$ cat src/rtl/mips_multicycle_control.sv
// mips_multicycle_control: multicycle MIPS sequencer producing the ALU op code and all datapath enables.
module mips_multicycle_control (
    input  logic       clk,
    input  logic       reset,
    input  logic [5:0] opcode,
    input  logic [5:0] funct,
    input  logic       rs_is_zero,
    input  logic       alu_bit0,
    input  logic       waitrequest,
    output logic [4:0] alu_control,
    output logic [1:0] alu_src_a,
    output logic [1:0] alu_src_b,
    output logic       mem_read,
    output logic       mem_write,
    output logic       addr_sel,
    output logic       ir_write,
    output logic       pc_write,
    output logic       reg_write,
    output logic [1:0] reg_dst,
    output logic       wb_sel,
    output logic [1:0] pc_src,
    output logic       active,
    output logic       illegal
);
    typedef enum logic [2:0] {FETCH, DECODE, EXEC, MEM, WB, HALT} state_t;
    localparam logic [4:0] ALU_AND = 5'b00000, ALU_OR = 5'b00001, ALU_ADD = 5'b00010, ALU_XOR = 5'b00011,
                           ALU_SLL = 5'b00100, ALU_SRL = 5'b00101, ALU_SUB = 5'b00110, ALU_SLT = 5'b00111,
                           ALU_SRA = 5'b01000, ALU_SLTU = 5'b01001, ALU_EQ = 5'b01010, ALU_LINK = 5'b01011,
                           ALU_PASSA = 5'b01110, ALU_LEZ = 5'b10000;
    state_t     state_q, state_d;
    logic       illegal_q, illegal_d;
    logic [4:0] r_code, i_code;
    logic [1:0] i_srcb;
    logic       r_legal, i_alu;
    logic       is_r, is_jr, is_jalr, is_shift, is_lw, is_sw, is_br, is_j, is_jal, legal, br_take;
    always_comb begin
        r_code = ALU_AND;
        r_legal = 1'b1;
        case (funct)
            6'h21: r_code = ALU_ADD;
            6'h23: r_code = ALU_SUB;
            6'h24: r_code = ALU_AND;
            6'h25: r_code = ALU_OR;
            6'h26: r_code = ALU_XOR;
            6'h2a: r_code = ALU_SLT;
            6'h2b: r_code = ALU_SLTU;
            6'h00: r_code = ALU_SLL;
            6'h02: r_code = ALU_SRL;
            6'h03: r_code = ALU_SRA;
            6'h08: r_code = ALU_PASSA;
            6'h09: r_code = ALU_LINK;
            default: r_legal = 1'b0;
        endcase
    end
    always_comb begin
        i_code = ALU_ADD;
        i_alu = 1'b1;
        case (opcode)
            6'h09: i_code = ALU_ADD;
            6'h0a: i_code = ALU_SLT;
            6'h0b: i_code = ALU_SLTU;
            6'h0c: i_code = ALU_AND;
            6'h0d: i_code = ALU_OR;
            6'h0e: i_code = ALU_XOR;
            default: i_alu = 1'b0;
        endcase
    end
    // ANDI/ORI/XORI (opcode bit 2 set) take the zero-extended immediate
    assign i_srcb   = opcode[2] ? 2'd2 : 2'd1;
    assign is_r     = opcode == 6'h00;
    assign is_jr    = is_r && funct == 6'h08;
    assign is_jalr  = is_r && funct == 6'h09;
    assign is_shift = is_r && (funct == 6'h00 || funct == 6'h02 || funct == 6'h03);
    assign is_lw    = opcode == 6'h23;
    assign is_sw    = opcode == 6'h2b;
    assign is_br    = opcode[5:2] == 4'b0001;
    assign is_j     = opcode == 6'h02;
    assign is_jal   = opcode == 6'h03;
    assign legal    = is_r ? r_legal : (i_alu || is_lw || is_sw || is_br || is_j || is_jal);
    // odd branch opcodes (BNE/BGTZ) take on a false compare
    assign br_take  = alu_bit0 ^ opcode[0];
    always_comb begin
        state_d = state_q;
        illegal_d = illegal_q;
        alu_control = ALU_AND;
        alu_src_a = 2'd0;
        alu_src_b = 2'd0;
        mem_read = 1'b0;
        mem_write = 1'b0;
        addr_sel = 1'b0;
        ir_write = 1'b0;
        pc_write = 1'b0;
        reg_write = 1'b0;
        reg_dst = 2'd0;
        wb_sel = 1'b0;
        pc_src = 2'd0;
        if (!reset) begin
            case (state_q)
                FETCH: begin
                    mem_read = 1'b1;
                    ir_write = !waitrequest;
                    pc_write = !waitrequest;
                    state_d = waitrequest ? FETCH : DECODE;
                end
                DECODE: begin
                    alu_src_b = 2'd3;
                    alu_control = ALU_ADD;
                    state_d = legal ? EXEC : HALT;
                    illegal_d = illegal_q | ~legal;
                end
                EXEC: begin
                    alu_src_a = is_shift ? 2'd2 : (is_jalr || is_jal) ? 2'd0 : 2'd1;
                    alu_src_b = i_alu ? i_srcb : (is_lw || is_sw) ? 2'd1 : 2'd0;
                    alu_control = is_r ? r_code : i_alu ? i_code : is_br ? (opcode[1] ? ALU_LEZ : ALU_EQ) :
                                  is_jal ? ALU_LINK : ALU_ADD;
                    pc_write = is_jr || is_jalr || is_j || is_jal || (is_br && br_take);
                    pc_src = (is_jr || is_jalr) ? 2'd3 : (is_j || is_jal) ? 2'd2 : is_br ? 2'd1 : 2'd0;
                    state_d = (is_lw || is_sw) ? MEM : (is_br || is_j) ? FETCH :
                              is_jr ? (rs_is_zero ? HALT : FETCH) : WB;
                end
                MEM: begin
                    addr_sel = 1'b1;
                    mem_read = is_lw;
                    mem_write = is_sw;
                    state_d = waitrequest ? MEM : is_lw ? WB : FETCH;
                end
                WB: begin
                    reg_write = 1'b1;
                    reg_dst = is_jal ? 2'd2 : is_r ? 2'd1 : 2'd0;
                    wb_sel = is_lw;
                    state_d = FETCH;
                end
                default: state_d = state_q;
            endcase
        end
    end
    always_ff @(posedge clk) begin
        if (reset) begin
            state_q <= FETCH;
            illegal_q <= 1'b0;
        end else begin
            state_q <= state_d;
            illegal_q <= illegal_d;
        end
    end
    assign active  = state_q != HALT;
    assign illegal = illegal_q;
endmodule

$ cat config.mk
export PLATFORM = sky130hd
export DESIGN_NAME = mips_multicycle_control
export DESIGN_NICKNAME = d
export VERILOG_FILES = /design/src/rtl/mips_multicycle_control.sv
export SDC_FILE = /design/constraint.sdc
export NUM_CORES = 1
export LEC_CHECK = 0
export ABC_AREA = 0
export ABC_CLOCK_PERIOD_IN_PS = 2860
export BUFFER_PORTS_ARGS = -buffer_cell sky130_fd_sc_hd__buf_2
export CORE_UTILIZATION = 50
export CTS_CLUSTER_SIZE = 14
export DETAILED_ROUTE_END_ITERATION = 7
export PLACE_DENSITY = 0.81
export SLEW_MARGIN = 0
export SYNTH_ARGS = -nofsm -noshare
export SYNTH_HDL_FRONTEND = slang
export SYNTH_SLANG_ARGS = --single-unit
$ cat constraint.sdc
create_clock -name clk -period 2.86 [get_ports clk]
set_input_delay 0.572 -clock clk [delete_from_list [all_inputs] [get_ports clk]]
set_output_delay 0.572 -clock clk [all_outputs]
set_load 0.02 [all_outputs]
==> results of run 1 <==
[power groups by stage]
stage | combinational (mW) | clock [mW] | sequential [mW]
2_1_floorplan | 0.0880 | 0 | 0.0614
3_3_place_gp | 0.130 | 0 | 0.0602
3_5_place_dp | 0.136 | 0 | 0.0603
4_1_cts | 0.137 | 0.0712 | 0.0594
5_1_grt | 0.154 | 0.0759 | 0.0596
6_report | 0.140 | 0.0704 | 0.0595
[layer usage]
metal  vias to the layer above  track usage  wire (um)
met5                         -            0          0
met4                         0       0.0833         33
met3                         6       0.0264        155
met2                        64        0.570       1680
met1                       690        0.352       1480
li1                        725            -          -
[layout by cell type (no fill, tap or decap), types with 5 or more instances in the layout]
cell and n:
inv_1 7, nand2b_1 8, buf_4 16, nor3_1 10, o21ai_0 13, nand3_1 5
buf_2 36, xnor2_1 5, nand2_1 19, a21oi_1 15, nor2_1 18
[tightest hold or removal path, stage by stage (launching register included)]
cell and delay [ns]:
dfxtp_1 0.30, inv_1 0.05, a21oi_1 0.06
[synth_stat cells, drive strengths merged (3+ instances only)]
library cell	number
dfxtp	4
nor2b	3
clkbuf	15
nor4	4
xnor2	5
nand3	5
and3	3
or4	3
nor2	18
nand2b	8
or2	3
nor3	10
o21ai	13
inv	7
nand2	19
a21oi	15
or3	3
[final cells by class]
cell class	count	area, um2
Clock buffer	3	22.5
Fill cell	195	632
Inverter	7	26.3
Multi-Input combinational cell	149	887
Sequential cell	4	80.1
Tap cell	27	33.8
Timing Repair Buffer	52	300
[metrics by stage]
stage	setup TNS (ns)	hold WS, ns
5_1_grt	-0.0754	0.497
6_report	-0.0173	0.469
2_1_floorplan	0	0.522
3_5_place_dp	-0.0363	0.453
3_3_place_gp	0	0.433
4_1_cts	-0.0336	0.468
[flip-flops by register name, indices dropped and copies added, names as in the netlist]
name	count
state_q	3
illegal	1
[path summary, 6_finish.rpt]
check,start,endpoint,slack [ns],cells past startpoint
max,reset,alu_control[2],-0.02,7
min,illegal,illegal,0.47,2
max reg2reg,state_q[2],state_q[2],1.33,5
min reg2reg,illegal,illegal,0.47,2
[logic make-up (layout without fill, tap and decap cells)]
logic type | count (synthesis) | in the layout | synth area share
and+or+nand+nor | 93 | 93 | 0.478
AOI/OAI and AO/OA | 51 | 51 | 0.312
buffers and inverters | 24 | 62 | 0.0923
xor gates and xnor gates | 5 | 5 | 0.0414
DFF | 4 | 4 | 0.0757
[repair_timing]
item,in CTS,in global routing
pin swaps,0,0
resized for setup,1,2
endpoints found under the setup margin,1,2
hold endpoints to repair,0,0
==> results.tsv, run 1 <==
metric	value	unit
status	complete, but fails checks	
violations	setup timing	
core	1980	um2
ys_warn_count	0	
required	2.29	ns
cts_num_sinks	4	
ys.flop_type	dfxtp_1	
vias_per_cell	6.14	
total_power	0.270	mW
cp-start-kind	primary input	
rsz0062_at_grt	true	
yosysTopAreaCellShare	0.0757	
synth-edff-count	0	
synthArstFlopShare	0	
setup_viol	1	
antenna_found_initial	0	
finalCriticalPeriod	2.88	ns
ir_drop	0.142	mV
post-dp-hpwl	2.54	mm
slowest_delay	0.54	ns
preCtsSetupSlack	-0.0363	ns
fin_skew	0.000614	ns
drtIter0Drc	43	
fin_ws	-0.0173	ns
drive_gt1_frac	0.293	
combPwrFrac	0.519	
period_share	1.01	
synth.avg_cell_area	5.97	um2
power_switching	0.110	mW
syn_area	1060	um2
num_antenna_cells	0	
slew_viol_final	0	
syn_to_final_growth	27.7	%
cts_made_buffers	3	
grt_max_degree	21	
fin_nets	234	
p_sw_frac	0.409	
vias	1485	
cts_root_buffer	clkbuf_4	
gr-total-overflow	0	
clockBufferDepth	2	
wl_per_cell	13.8	um
p_int	0.160	mW
clock_latency	0.23	ns
cap_violations	0	
routabilityCongestion	0.849	
cp-end-kind	primary output	
ys_ff_latch	4	
numPortBuffers	38	
crit_arrival	2.31	ns
rows	16	
grt_first_pass_wirelength	5.05	mm
syn_inst	177	
synth_cell_types	48	
yosysSeqAreaShare	0.0757	
finalNonFillerCells	242	
cts_tree	built	
cellPowerDensity	200	nW/um2
routed_wl	3.35	mm
grtUsageTotal	0.300	
yosys-top-cells-area	dfxtp_1, a21oi_1, nand2_1	
path_buf_inv	2	
start_util	0.533	
worst_path_max_delay_cell	or4_4	
dr.pass1.iters	4	
die_area	2300	um2
drc	0	
postRouteAntennaNets	0	
die-width	48.0	um
finalHoldViolations	0	
clkPwrFrac	0.261	
placed_cell_area	1320	um2
yosysTopAreaCell	dfxtp_1	
worstPathCellList	buf_2 > or4b_4 > or4_4 > a311oi_2 > nand3b_1 > o41ai_2 > buf_4	
p_leak	0.586	nW
grt_pass1_vias	1229	
cts.clk_slew.worst_paths	0.04	ns
path_delay_family	simple AND/OR/NAND/NOR gates	
slew_headroom	0.653	
hp-class	flip-flop to flip-flop	
crit_fanout	2	
post_cts_buffers	0	
die_h	48.0	um
utilization	0.681	
dpl.cell_count	239	
max_freq	348	MHz
worst_pin_slew	0.519	ns
seqPwrFrac	0.220	
design_area	1350	um2
htreeDepth	1	
worstSetupPathType	primary input to primary output	
ctsHoldBuffers	0	
syn_nets	194	
ios	39	
(Power assumes the default switching activity.)
==> run 2: changes to the inputs <==
- ABC_AREA: 0 -> 1
- CORE_UTILIZATION: 50 -> 49
- PLACE_DENSITY: 0.81 -> 0.8
==> results.tsv, run 2 <==
metric	value	unit
ys_warn_count	0	
yosysTopAreaCellShare	0.139	
yosysTopAreaCell	nand2_1	
routed_wl	2.72	mm
vias_per_cell	5.24	
ios	39	
dr.pass1.iters	4	
cts_num_sinks	4	
routabilityCongestion	0.925	
synth.avg_cell_area	5.41	um2
synthMuxAreaShare	0	
syn_to_final_growth	23.7	%
cts_root_buffer	clkbuf_4	
synth_top_family_by_area	simple AND/OR/NAND/NOR gates	
final_common_cell	buf_2	
top_register	state_q	
crit_arrival	1.84	ns
start_util	0.547	
die_h	47.1	um
rows	15	
grt_pass1_vias	1089	
period_share	0.844	
cts_tree	built	
num_antenna_cells	0	
layout_common_cells	buf_2, nand2_1, inv_1	
slew_headroom	0.718	
cp-end-kind	primary output	
syn_inst	184	
antenna_found_initial	0	
finalCriticalPeriod	2.41	ns
synth_common_cells	nand2_1, inv_1, nor2_1	
min_path_cells	2	
reg2regPathDepth	6	
cp-start-kind	flip-flop	
postRouteAntennaNets	0	
yosysSeqAreaShare	0.0804	
grt_first_pass_wirelength	4.49	mm
synth_fa_ha_area_frac	0	
worst_path_max_delay_cell	dfxtp_1	
syn_area	996	um2
max_freq	414	MHz
synth_cell_types	31	
worst_pin_slew	0.420	ns
yosys-top-cells-area	nand2_1, inv_1, nor2_1	
design_area	1230	um2
tns	0	ns
drc	0	
synthArstFlopShare	0	
vias	1305	
yosys.area_share.simple	0.611	
cts_made_buffers	3	
cellPowerDensity	394	nW/um2
cts_resized	0	
grtUsageTotal	0.278	
status	finished clean	
finalHoldViolations	0	
hp-class	flip-flop to flip-flop	
worstSetupPathType	flip-flop to primary output	
numPortBuffers	38	
worstPathCellList	inv_2 > nor3_2 > inv_1 > nor2_2 > inv_2 > nor2_1 > inv_1 > o22ai_1 > buf_2	
gr-total-overflow	0	
largest_reg_flops	3	
crit_fanout	6	
rsz0062_at_grt	false	
setup_viol	0	
die-width	47.1	um
syn_nets	201	
clockBufferDepth	2	
synth-edff-count	0	
drive_gt1_frac	0.339	
core	1820	um2
htreeDepth	1	
synth_compound_area_frac	0.158	
cts.clk_slew.worst_paths	0.04	ns
fin_skew	0.00830	ns
grt_max_degree	14	
post_cts_buffers	0	
ctsHoldBuffers	0	
wl_per_cell	10.9	um
post-dp-hpwl	2.28	mm
slowest_delay	0.39	ns
clock_latency	0.24	ns
drtIter0Drc	55	
synth_xor_area_frac	0.00879	
slew_viol_final	0	
ir_drop	0.294	mV
die_area	2220	um2
placed_cell_area	1210	um2
required	2.29	ns
synth.most_common_cell	nand2_1	
fin_nets	243	
p_leak	0.663	nW
ys_ff_latch	4	
ys.flop_type	dfxtp_1	
cap_violations	0	
[run 2: final cells by class]
type                       count  area (um2)
inverter                      35         134
tap                           25        31.3
multi-input combinational    144         774
clock buffer                   3        22.5
fill                         195         588
timing repair buffer          38         190
sequential                     4        80.1
[run 2: where the power goes]
part	leakage, nW	internal (mW)	total [mW]	switching (mW)
combinational	0.616	0.110	0.315	0.205
sequential	0.0329	0.0737	0.0998	0.0260
clock	0.0138	0.0470	0.0713	0.0243
total	0.663	0.231	0.486	0.255
[run 2: path summary, 6_finish.rpt]
path         startpoint  slack (ns)             end
min reg2reg     illegal        0.45         illegal
min             illegal        0.45         illegal
max          state_q[1]        0.45  alu_control[2]
max reg2reg  state_q[0]        1.36      state_q[2]
[run 2: kinds of logic (layout without fill, tap and decap cells)]
family | after synthesis | after routing
flip-flops | 4 | 4
AND/OR/NAND/NOR | 117 | 117
buffers and inverters | 36 | 76
AO/OA/AOI/OAI | 26 | 26
XOR/XNOR | 1 | 1
[run 2: per-stage QoR]
stage / power, mW / hold slack [ns] / cells / util / setup WS [ns]
floorplan: 0.325 / 0.513 / 184 / - / 0.558
global placement: 0.406 / 0.435 / 246 / 0.665 / 0.534
detailed placement: 0.411 / 0.441 / 246 / 0.665 / 0.500
CTS: 0.487 / 0.448 / 249 / 0.677 / 0.439
global route: 0.539 / 0.472 / 249 / 0.677 / 0.287
finish: 0.486 / 0.446 / 249 / 0.677 / 0.446
[run 2: critical path: cells and delay by family (launching register included)]
kind                   cells  cell delay, ns
AO/OA/AOI/OAI              1            0.13
flip-flops                 1            0.39
buffers and inverters      5            0.55
AND/OR/NAND/NOR            3            0.53
[run 2: routing by layer]
layer  up-vias  routed length (um)  track usage
met5         -                   0            0
met4         0                  22       0.0971
met3         4                 176       0.0231
met2        71                1290        0.500
met1       549                1240        0.343
li1        681                   -            -
